## config.mk

```make
export PLATFORM = sky130hd
export DESIGN_NAME = uart_rx_os
export DESIGN_NICKNAME = d
export VERILOG_FILES = /design/src/rtl/uart_pkg.sv /design/src/rtl/uart_os_tick.sv /design/src/rtl/uart_rx_os.sv
export SDC_FILE = /design/constraint.sdc
export NUM_CORES = 1
export LEC_CHECK = 0
export CORE_MARGIN = 2
export CORE_UTILIZATION = 52
export DETAILED_ROUTE_END_ITERATION = 8
export GPL_ROUTABILITY_DRIVEN = 0
export GPL_TIMING_DRIVEN = 0
export PLACE_DENSITY = 0.76
export SYNTH_ARGS = -nofsm -noshare
export SYNTH_HDL_FRONTEND = slang
export SYNTH_SLANG_ARGS = --single-unit
```

## constraint.sdc

```tcl
create_clock -name iClk -period 2.5 [get_ports iClk]
set_clock_uncertainty 0.05 [all_clocks]
set_input_delay 0.5 -clock iClk [delete_from_list [all_inputs] [get_ports iClk]]
set_output_delay 0.5 -clock iClk [all_outputs]
set_load 0.01 [all_outputs]
```

## src/rtl/uart_pkg.sv

```systemverilog
// uart_pkg
//   Shared definitions for the oversampling UART receiver:
//   - rx_state_t   : receiver FSM state encoding
//   - P_NONE/P_ODD/P_EVE : parity type constants for PARITY_TYPE
//   - par_err_calc : parity error decision from XOR(data, parity bit)
package uart_pkg;

  typedef enum logic [2:0] {
    ST_IDLE,
    ST_START,
    ST_DATA,
    ST_PARITY,
    ST_STOP,
    ST_BRK_WAIT
  } rx_state_t;

  localparam int P_NONE = 0;
  localparam int P_ODD  = 1;
  localparam int P_EVE  = 2;

  // x is the XOR of all data bits and the received parity bit.
  function automatic logic par_err_calc(input int ptype, input logic x);
    logic err;
    err = 1'b0;
    if (ptype == P_ODD)      err = ~x;
    else if (ptype == P_EVE) err = x;
    return err;
  endfunction

endpackage

```

## src/rtl/uart_os_tick.sv

```systemverilog
// uart_os_tick
//   Free-running oversample tick generator: oTick pulses for one cycle
//   every DIV clock cycles, starting from reset.
//   Ports: iClk (clock), iRst (async active-low reset), oTick (tick pulse).
module uart_os_tick #(
  parameter int DIV = 325
) (
  input  logic iClk,
  input  logic iRst,
  output logic oTick
);

  localparam int CW = (DIV > 1) ? $clog2(DIV) : 1;
  localparam logic [CW-1:0] CNT_MAX = CW'(DIV - 1);
  localparam logic [CW-1:0] CNT_ONE = CW'(1);

  logic [CW-1:0] cnt_q, cnt_d;

  always_comb begin
    cnt_d = (cnt_q == CNT_MAX) ? '0 : cnt_q + CNT_ONE;
  end

  always_ff @(posedge iClk or negedge iRst) begin
    if (!iRst) cnt_q <= '0;
    else       cnt_q <= cnt_d;
  end

  assign oTick = (cnt_q == CNT_MAX);

endmodule

```

## src/rtl/uart_rx_os.sv

```systemverilog
// uart_rx_os
//   Oversampling UART receiver with receive buffer.
//   Ports:
//     iClk, iRst (async active-low)       : clock / reset
//     iRx                                 : serial line, idle high
//     iData_ready                         : consumer accepts head word
//     oData_rx, oPar_err, oFrm_err        : head word and its error flags
//     oData_valid                         : buffer not empty
//     oOvr_err, oBreak                    : one-cycle event pulses
//     oFifo_count                         : words held
//   Build option: define UART_RX_FIFO_EN for a FIFO_DEPTH-entry FIFO;
//   otherwise a single holding register is used.
module uart_rx_os
  import uart_pkg::*;
#(
  parameter int CLK_FREQ    = 50000000,
  parameter int BAUD_RATE   = 9600,
  parameter int OS_RATE     = 16,
  parameter int DATA_BITS   = 8,
  parameter int PARITY_TYPE = 0,
  parameter int STOP_BITS   = 1,
  parameter int FIFO_DEPTH  = 8
) (
  input  logic                        iClk,
  input  logic                        iRst,
  input  logic                        iRx,
  input  logic                        iData_ready,
  output logic [DATA_BITS-1:0]        oData_rx,
  output logic                        oData_valid,
  output logic                        oPar_err,
  output logic                        oFrm_err,
  output logic                        oOvr_err,
  output logic                        oBreak,
  output logic [$clog2(FIFO_DEPTH):0] oFifo_count
);

  localparam int DIV    = CLK_FREQ / (BAUD_RATE * OS_RATE);
  localparam int TC_W   = $clog2(OS_RATE) + 1;
  localparam int CNT_W  = $clog2(FIFO_DEPTH) + 1;
  localparam int WORD_W = DATA_BITS + 2;
`ifdef UART_RX_FIFO_EN
  localparam int EFF_DEPTH = FIFO_DEPTH;
`else
  localparam int EFF_DEPTH = 1;
`endif

  localparam logic [TC_W-1:0]  TC_ONE  = TC_W'(1);
  localparam logic [TC_W-1:0]  TC_HALF = TC_W'(OS_RATE / 2 - 1);
  localparam logic [TC_W-1:0]  TC_BIT  = TC_W'(OS_RATE - 1);
  localparam logic [3:0]       BC_ONE  = 4'd1;
  localparam logic [CNT_W-1:0] CNT_ONE = CNT_W'(1);

  logic tick;
  logic rx_meta_q, rx_sync_q;

  rx_state_t            state_q, state_d;
  logic [TC_W-1:0]      tick_cnt_q, tick_cnt_d;
  logic [3:0]           bit_cnt_q, bit_cnt_d;
  logic [DATA_BITS-1:0] shift_q, shift_d;
  logic                 par_bit_q, par_bit_d;
  logic                 frm_err_q, frm_err_d;
  logic                 brk_q, brk_d;
  logic                 ovr_q, ovr_d;

  logic              push, pop, full, push_ok;
  logic [WORD_W-1:0] push_word, head;
  logic [CNT_W-1:0]  count_q, count_d;

  uart_os_tick #(.DIV(DIV)) u_tick (
    .iClk  (iClk),
    .iRst  (iRst),
    .oTick (tick)
  );

  // Two-flop synchronizer; resets to the idle (high) line level.
  always_ff @(posedge iClk or negedge iRst) begin
    if (!iRst) begin
      rx_meta_q <= 1'b1;
      rx_sync_q <= 1'b1;
    end else begin
      rx_meta_q <= iRx;
      rx_sync_q <= rx_meta_q;
    end
  end

  // Receiver FSM next state. All timing advances only on oversample ticks;
  // tick_cnt counts ticks within the current bit so samples land mid-bit.
  always_comb begin
    state_d    = state_q;
    tick_cnt_d = tick_cnt_q;
    bit_cnt_d  = bit_cnt_q;
    shift_d    = shift_q;
    par_bit_d  = par_bit_q;
    frm_err_d  = frm_err_q;
    brk_d      = 1'b0;
    push       = 1'b0;
    push_word  = {par_err_calc(PARITY_TYPE, (^shift_q) ^ par_bit_q),
                  frm_err_q | ~rx_sync_q, shift_q};
    if (tick) begin
      case (state_q)
        ST_IDLE: begin
          if (!rx_sync_q) begin
            state_d    = ST_START;
            tick_cnt_d = '0;
            frm_err_d  = 1'b0;
            par_bit_d  = 1'b0;
          end
        end
        ST_START: begin
          if (tick_cnt_q == TC_HALF) begin
            tick_cnt_d = '0;
            bit_cnt_d  = '0;
            state_d    = rx_sync_q ? ST_IDLE : ST_DATA;
          end else begin
            tick_cnt_d = tick_cnt_q + TC_ONE;
          end
        end
        ST_DATA: begin
          if (tick_cnt_q == TC_BIT) begin
            tick_cnt_d = '0;
            shift_d    = {rx_sync_q, shift_q[DATA_BITS-1:1]};
            if (bit_cnt_q == 4'(DATA_BITS - 1)) begin
              bit_cnt_d = '0;
              state_d   = (PARITY_TYPE != P_NONE) ? ST_PARITY : ST_STOP;
            end else begin
              bit_cnt_d = bit_cnt_q + BC_ONE;
            end
          end else begin
            tick_cnt_d = tick_cnt_q + TC_ONE;
          end
        end
        ST_PARITY: begin
          if (tick_cnt_q == TC_BIT) begin
            tick_cnt_d = '0;
            par_bit_d  = rx_sync_q;
            state_d    = ST_STOP;
          end else begin
            tick_cnt_d = tick_cnt_q + TC_ONE;
          end
        end
        ST_STOP: begin
          if (tick_cnt_q == TC_BIT) begin
            tick_cnt_d = '0;
            // par_bit_q is cleared at frame start, so it reads 0 without parity.
            if ((bit_cnt_q == '0) && (shift_q == '0) && !par_bit_q && !rx_sync_q) begin
              brk_d   = 1'b1;
              state_d = ST_BRK_WAIT;
            end else if (bit_cnt_q == 4'(STOP_BITS - 1)) begin
              push    = 1'b1;
              state_d = ST_IDLE;
            end else begin
              bit_cnt_d = bit_cnt_q + BC_ONE;
              frm_err_d = frm_err_q | ~rx_sync_q;
            end
          end else begin
            tick_cnt_d = tick_cnt_q + TC_ONE;
          end
        end
        ST_BRK_WAIT: begin
          // Any low sample restarts the required run of high ticks.
          if (!rx_sync_q) begin
            tick_cnt_d = '0;
          end else if (tick_cnt_q == TC_BIT) begin
            tick_cnt_d = '0;
            state_d    = ST_IDLE;
          end else begin
            tick_cnt_d = tick_cnt_q + TC_ONE;
          end
        end
        default: state_d = ST_IDLE;
      endcase
    end
  end

  always_ff @(posedge iClk or negedge iRst) begin
    if (!iRst) begin
      state_q    <= ST_IDLE;
      tick_cnt_q <= '0;
      bit_cnt_q  <= '0;
      shift_q    <= '0;
      par_bit_q  <= 1'b0;
      frm_err_q  <= 1'b0;
      brk_q      <= 1'b0;
      ovr_q      <= 1'b0;
      count_q    <= '0;
    end else begin
      state_q    <= state_d;
      tick_cnt_q <= tick_cnt_d;
      bit_cnt_q  <= bit_cnt_d;
      shift_q    <= shift_d;
      par_bit_q  <= par_bit_d;
      frm_err_q  <= frm_err_d;
      brk_q      <= brk_d;
      ovr_q      <= ovr_d;
      count_q    <= count_d;
    end
  end

  // Buffer control. A pop in the same cycle frees the slot a full buffer
  // needs, so push-with-pop when full is accepted.
  assign pop     = (count_q != '0) && iData_ready;
  assign full    = (count_q == CNT_W'(EFF_DEPTH));
  assign push_ok = push && (!full || pop);
  assign ovr_d   = push && full && !pop;

  always_comb begin
    count_d = count_q;
    if (push_ok && !pop)      count_d = count_q + CNT_ONE;
    else if (!push_ok && pop) count_d = count_q - CNT_ONE;
  end

`ifdef UART_RX_FIFO_EN
  localparam int PTR_W = $clog2(FIFO_DEPTH);
  localparam logic [PTR_W-1:0] PTR_ONE = PTR_W'(1);

  logic [WORD_W-1:0] mem_q [FIFO_DEPTH];
  logic [PTR_W-1:0]  wr_ptr_q, wr_ptr_d, rd_ptr_q, rd_ptr_d;

  // Pointers wrap naturally because the depth is a power of two.
  always_comb begin
    wr_ptr_d = push_ok ? wr_ptr_q + PTR_ONE : wr_ptr_q;
    rd_ptr_d = pop     ? rd_ptr_q + PTR_ONE : rd_ptr_q;
  end

  always_ff @(posedge iClk or negedge iRst) begin
    if (!iRst) begin
      wr_ptr_q <= '0;
      rd_ptr_q <= '0;
    end else begin
      wr_ptr_q <= wr_ptr_d;
      rd_ptr_q <= rd_ptr_d;
    end
  end

  always_ff @(posedge iClk) begin
    if (push_ok) mem_q[wr_ptr_q] <= push_word;
  end

  assign head = mem_q[rd_ptr_q];
`else
  logic [WORD_W-1:0] hold_q, hold_d;

  always_comb begin
    hold_d = push_ok ? push_word : hold_q;
  end

  always_ff @(posedge iClk or negedge iRst) begin
    if (!iRst) hold_q <= '0;
    else       hold_q <= hold_d;
  end

  assign head = hold_q;
`endif

  // Head fields are masked while empty so stale storage never shows.
  assign oData_valid = (count_q != '0);
  assign oData_rx    = oData_valid ? head[DATA_BITS-1:0] : '0;
  assign oFrm_err    = oData_valid & head[DATA_BITS];
  assign oPar_err    = oData_valid & head[DATA_BITS+1];
  assign oOvr_err    = ovr_q;
  assign oBreak      = brk_q;
  assign oFifo_count = count_q;

endmodule

```

==> results.json <==
{
  "fin_setup_tns_ns": -0.00165,
  "cpMaxStageDelayCell": "or4b_4",
  "drcViolationCount": 0,
  "setup_viol": 1,
  "nets": 301,
  "ys_ff_latch": 48,
  "grt_pass1_vias": 1806,
  "ys_warn_count": 0,
  "rr_startpoint": "u_tick.cnt_q[5]",
  "antenna_left": 0,
  "cts_root_buffer": "clkbuf_8",
  "ys_seq_area_share_pct": 47.7,
  "worstSetupStartpoint": "u_tick.cnt_q[5]",
  "synth_nets": 255,
  "rrSetupSlack_ns": -0.002,
  "hold_slack_ns": 0.0731,
  "viasPerCell": 5.65,
  "max_freq_ghz": 0.400,
  "boundaryPins": 21,
  "finalCritPeriodShare_pct": 100,
  "clock_latency_ns": 0.30,
  "crit_required_ns": 2.64,
  "hold_viol_final": 0,
  "min_period_ns": 2.50,
  "portBuffers": 19,
  "synthesis.instances": 240,
  "power.leakage_nw": 1.42,
  "drtIter0Drc": 108,
  "slowest_delay_ns": 0.55,
  "htreeDepth": 2,
  "failed_checks": "setup timing",
  "die_w_um": 73.7,
  "syn2layout_area_growth_pct": 24.7,
  "endpoint_kind": "register",
  "hpwlAfterDp_um": 3210,
  "grt_overflow": 0,
  "ys_types": 49,
  "routedWlPerCell_um": 14.0,
  "avgSynthCellArea_um2": 10.5,
  "clk_pin_slew_ns": 0.08,
  "dieArea_um2": 5430,
  "gr-usage-all-layers_pct": 19.7,
  "vdd_drop_max_mv": 0.517,
  "synthTopCellsByArea": "dfrtp_1, mux2_2, ha_1, nand3_1, o21ai_0",
  "path_cells": "or4b_4 > nor2_4 > nand2_8 > or3b_4 > nor2_4 > ha_4 > mux2i_1 > nor2_1 > xor2_1",
  "clock_sinks": 48,
  "synth_area_um2": 2520,
  "core-area_um2": 4690,
  "ys.flop_type": "dfrtp_1",
  "tightest_slew_ns": 1.02,
  "arrival_ns": 2.64,
  "die_h_um": 73.7,
  "slew_viol_final": 0,
  "rows": 25,
  "synth_top_area_share_pct": 45.6,
  "rsz0062_at_grt": "yes",
  "status": "complete, but fails checks",
  "antenna_found_initial": 0,
  "max_cap_viol_count": 0,
  "cts_made_buffers": 5,
  "layout_setup_ws_ns": -0.00165,
  "antenna_cells": 0,
  "synth_edf_count": 0,
  "power_density_nw_per_um2": 570,
  "wirelength_um": 4790,
  "drt_pre_antenna_iters": 4,
  "clockBufferDepth": 2,
  "place_inst": 314,
  "slew_headroom_pct": 31.4,
  "drive_gt1_share_pct": 24.7,
  "crit_path_max_fanout": 4,
  "cts_tree": "done",
  "grt_pass1_wl_um": 8210,
  "initial_core_util_pct": 53.8,
  "grt_start_max_net_pins": 33,
  "startpoint_type": "register",
  "holdCritPathClass": "in -> async",
  "ys_async_sr_fraction_pct": 100,
  "crit_top_cell": "nor2_4",
  "synth_largest_area_cell": "dfrtp_1",
  "stdcell_count": 341,
  "path_class": "reg -> reg",
  "vias": 1927
}
==> sequential cells by signal (all words and copies together), names as in the netlist <==
signal / flops
frm_err_q: 1
rx_sync_q: 1
par_bit_q: 1
head: 9
oFifo_count: 4
rx_meta_q: 1
shift_q: 8
oOvr_err: 1
oBreak: 1
state_q: 3
bit_cnt_q: 4
u_tick.cnt_q: 9
tick_cnt_q: 5
==> final timing paths <==
kind	endpoint	cells past startpoint
min in group iClk	rx_sync_q	0
worst max-delay path	oFifo_count[2]	9
worst min-delay path	u_tick.cnt_q[5]	1
worst min register to register	rx_sync_q	0
max in group asynchronous	rx_meta_q	2
worst max register to register	oFifo_count[2]	9
==> final cells by class <==
cell class                 instances  area [um^2]
tap                               54         67.6
inverter                          13         48.8
timing repair buffer              39          352
fill                             351         1540
multi-input combinational        170         1290
sequential                        48         1200
buffer                             9         58.8
clock buffer                       7         96.3
clock inverter                     1         30.0
==> per-layer routing <==
metal	GRT usage (%)	share of wire, %
met2	31.9	48
met1	26.1	46
met4	7.27	1.6
met3	4.12	3.4
met5	0	0
==> power breakdown <==
part | total (mW) | switching [mW] | internal (mW)
clock network | 0.600 | 0.247 | 0.353
logic | 0.345 | 0.170 | 0.176
registers | 0.848 | 0.0337 | 0.815
==> cell usage after synthesis (all sizes together), types with 3 or more instances <==
cell	instances
and3	6
nand2b	3
xor2	6
nor2	16
or4b	3
nor3	4
and2	10
nand2	13
xnor2	6
nand4	3
mux2	17
nor2b	7
or3b	3
inv	13
dfrtp	46
a21oi	6
ha	11
o21ai	13
nand3	15
clkbuf	7
==> per-stage QoR <==
| step | util, % | instance area [um^2] | power, mW | worst slack, ns |
|---|---|---|---|---|
| floorplan | - | 2540 | 1.02 | 0.0130 |
| global placement | 59.7 | 2800 | 1.15 | -0.469 |
| detailed placement | 60.0 | 2810 | 1.16 | -0.162 |
| CTS | 65.5 | 3070 | 1.80 | -0.0405 |
| global route | 67.1 | 3150 | 1.89 | -0.109 |
| finish | 67.1 | 3150 | 1.79 | -0.00165 |
==> worst max-delay path, delay by kind of cell, from the launching register on <==
kind	cells	cell delay, ns
mux	1	0.19
fa+ha+maj	1	0.16
flops	1	0.42
xor+xnor	1	0.13
simple gates	6	1.42
==> layout by cell type, fill, tap and decap left out, types with 2 or more instances in the layout <==
cell type,instances
ha_2,2
clkdlybuf4s50_1,18
a31oi_1,2
clkbuf_8,8
or3b_4,3
nor2b_1,7
xnor2_1,6
o21ai_0,11
a22o_1,2
dfstp_2,2
dfrtp_1,45
buf_6,2
clkbuf_1,5
inv_1,12
and3_1,5
nand3_1,15
nor2_4,2
ha_1,8
nand4_1,3
nand2_1,12
xor2_1,6
buf_4,19
a41oi_1,2
and2_1,10
o21ai_1,2
nor3_1,3
nor2_1,14
nor3b_1,2
mux2_2,17
nand2b_1,3
nor4_1,2
a21oi_1,5
a32o_1,2
==> timing repair <==
item / CTS / global route
resized for setup: 12 / 9
buffers inserted: 13 / 6
endpoints found under the hold margin: 0 / 0
hold buffers: 0 / 0
pin swaps: 8 / 5
endpoints found under the setup margin: 22 / 21
==> kinds of logic after synthesis <==
logic type                 synth area share (%)
xor gates and xnor gates                   4.16
other                                     0.149
muxes                                      7.98
DFF                                        47.7
and+or+nand+nor                            22.8
AOI/OAI and AO/OA                          8.08
buffers and inverters                      3.72
adders and majority gates                  5.45
(Power assumes the default switching activity.)
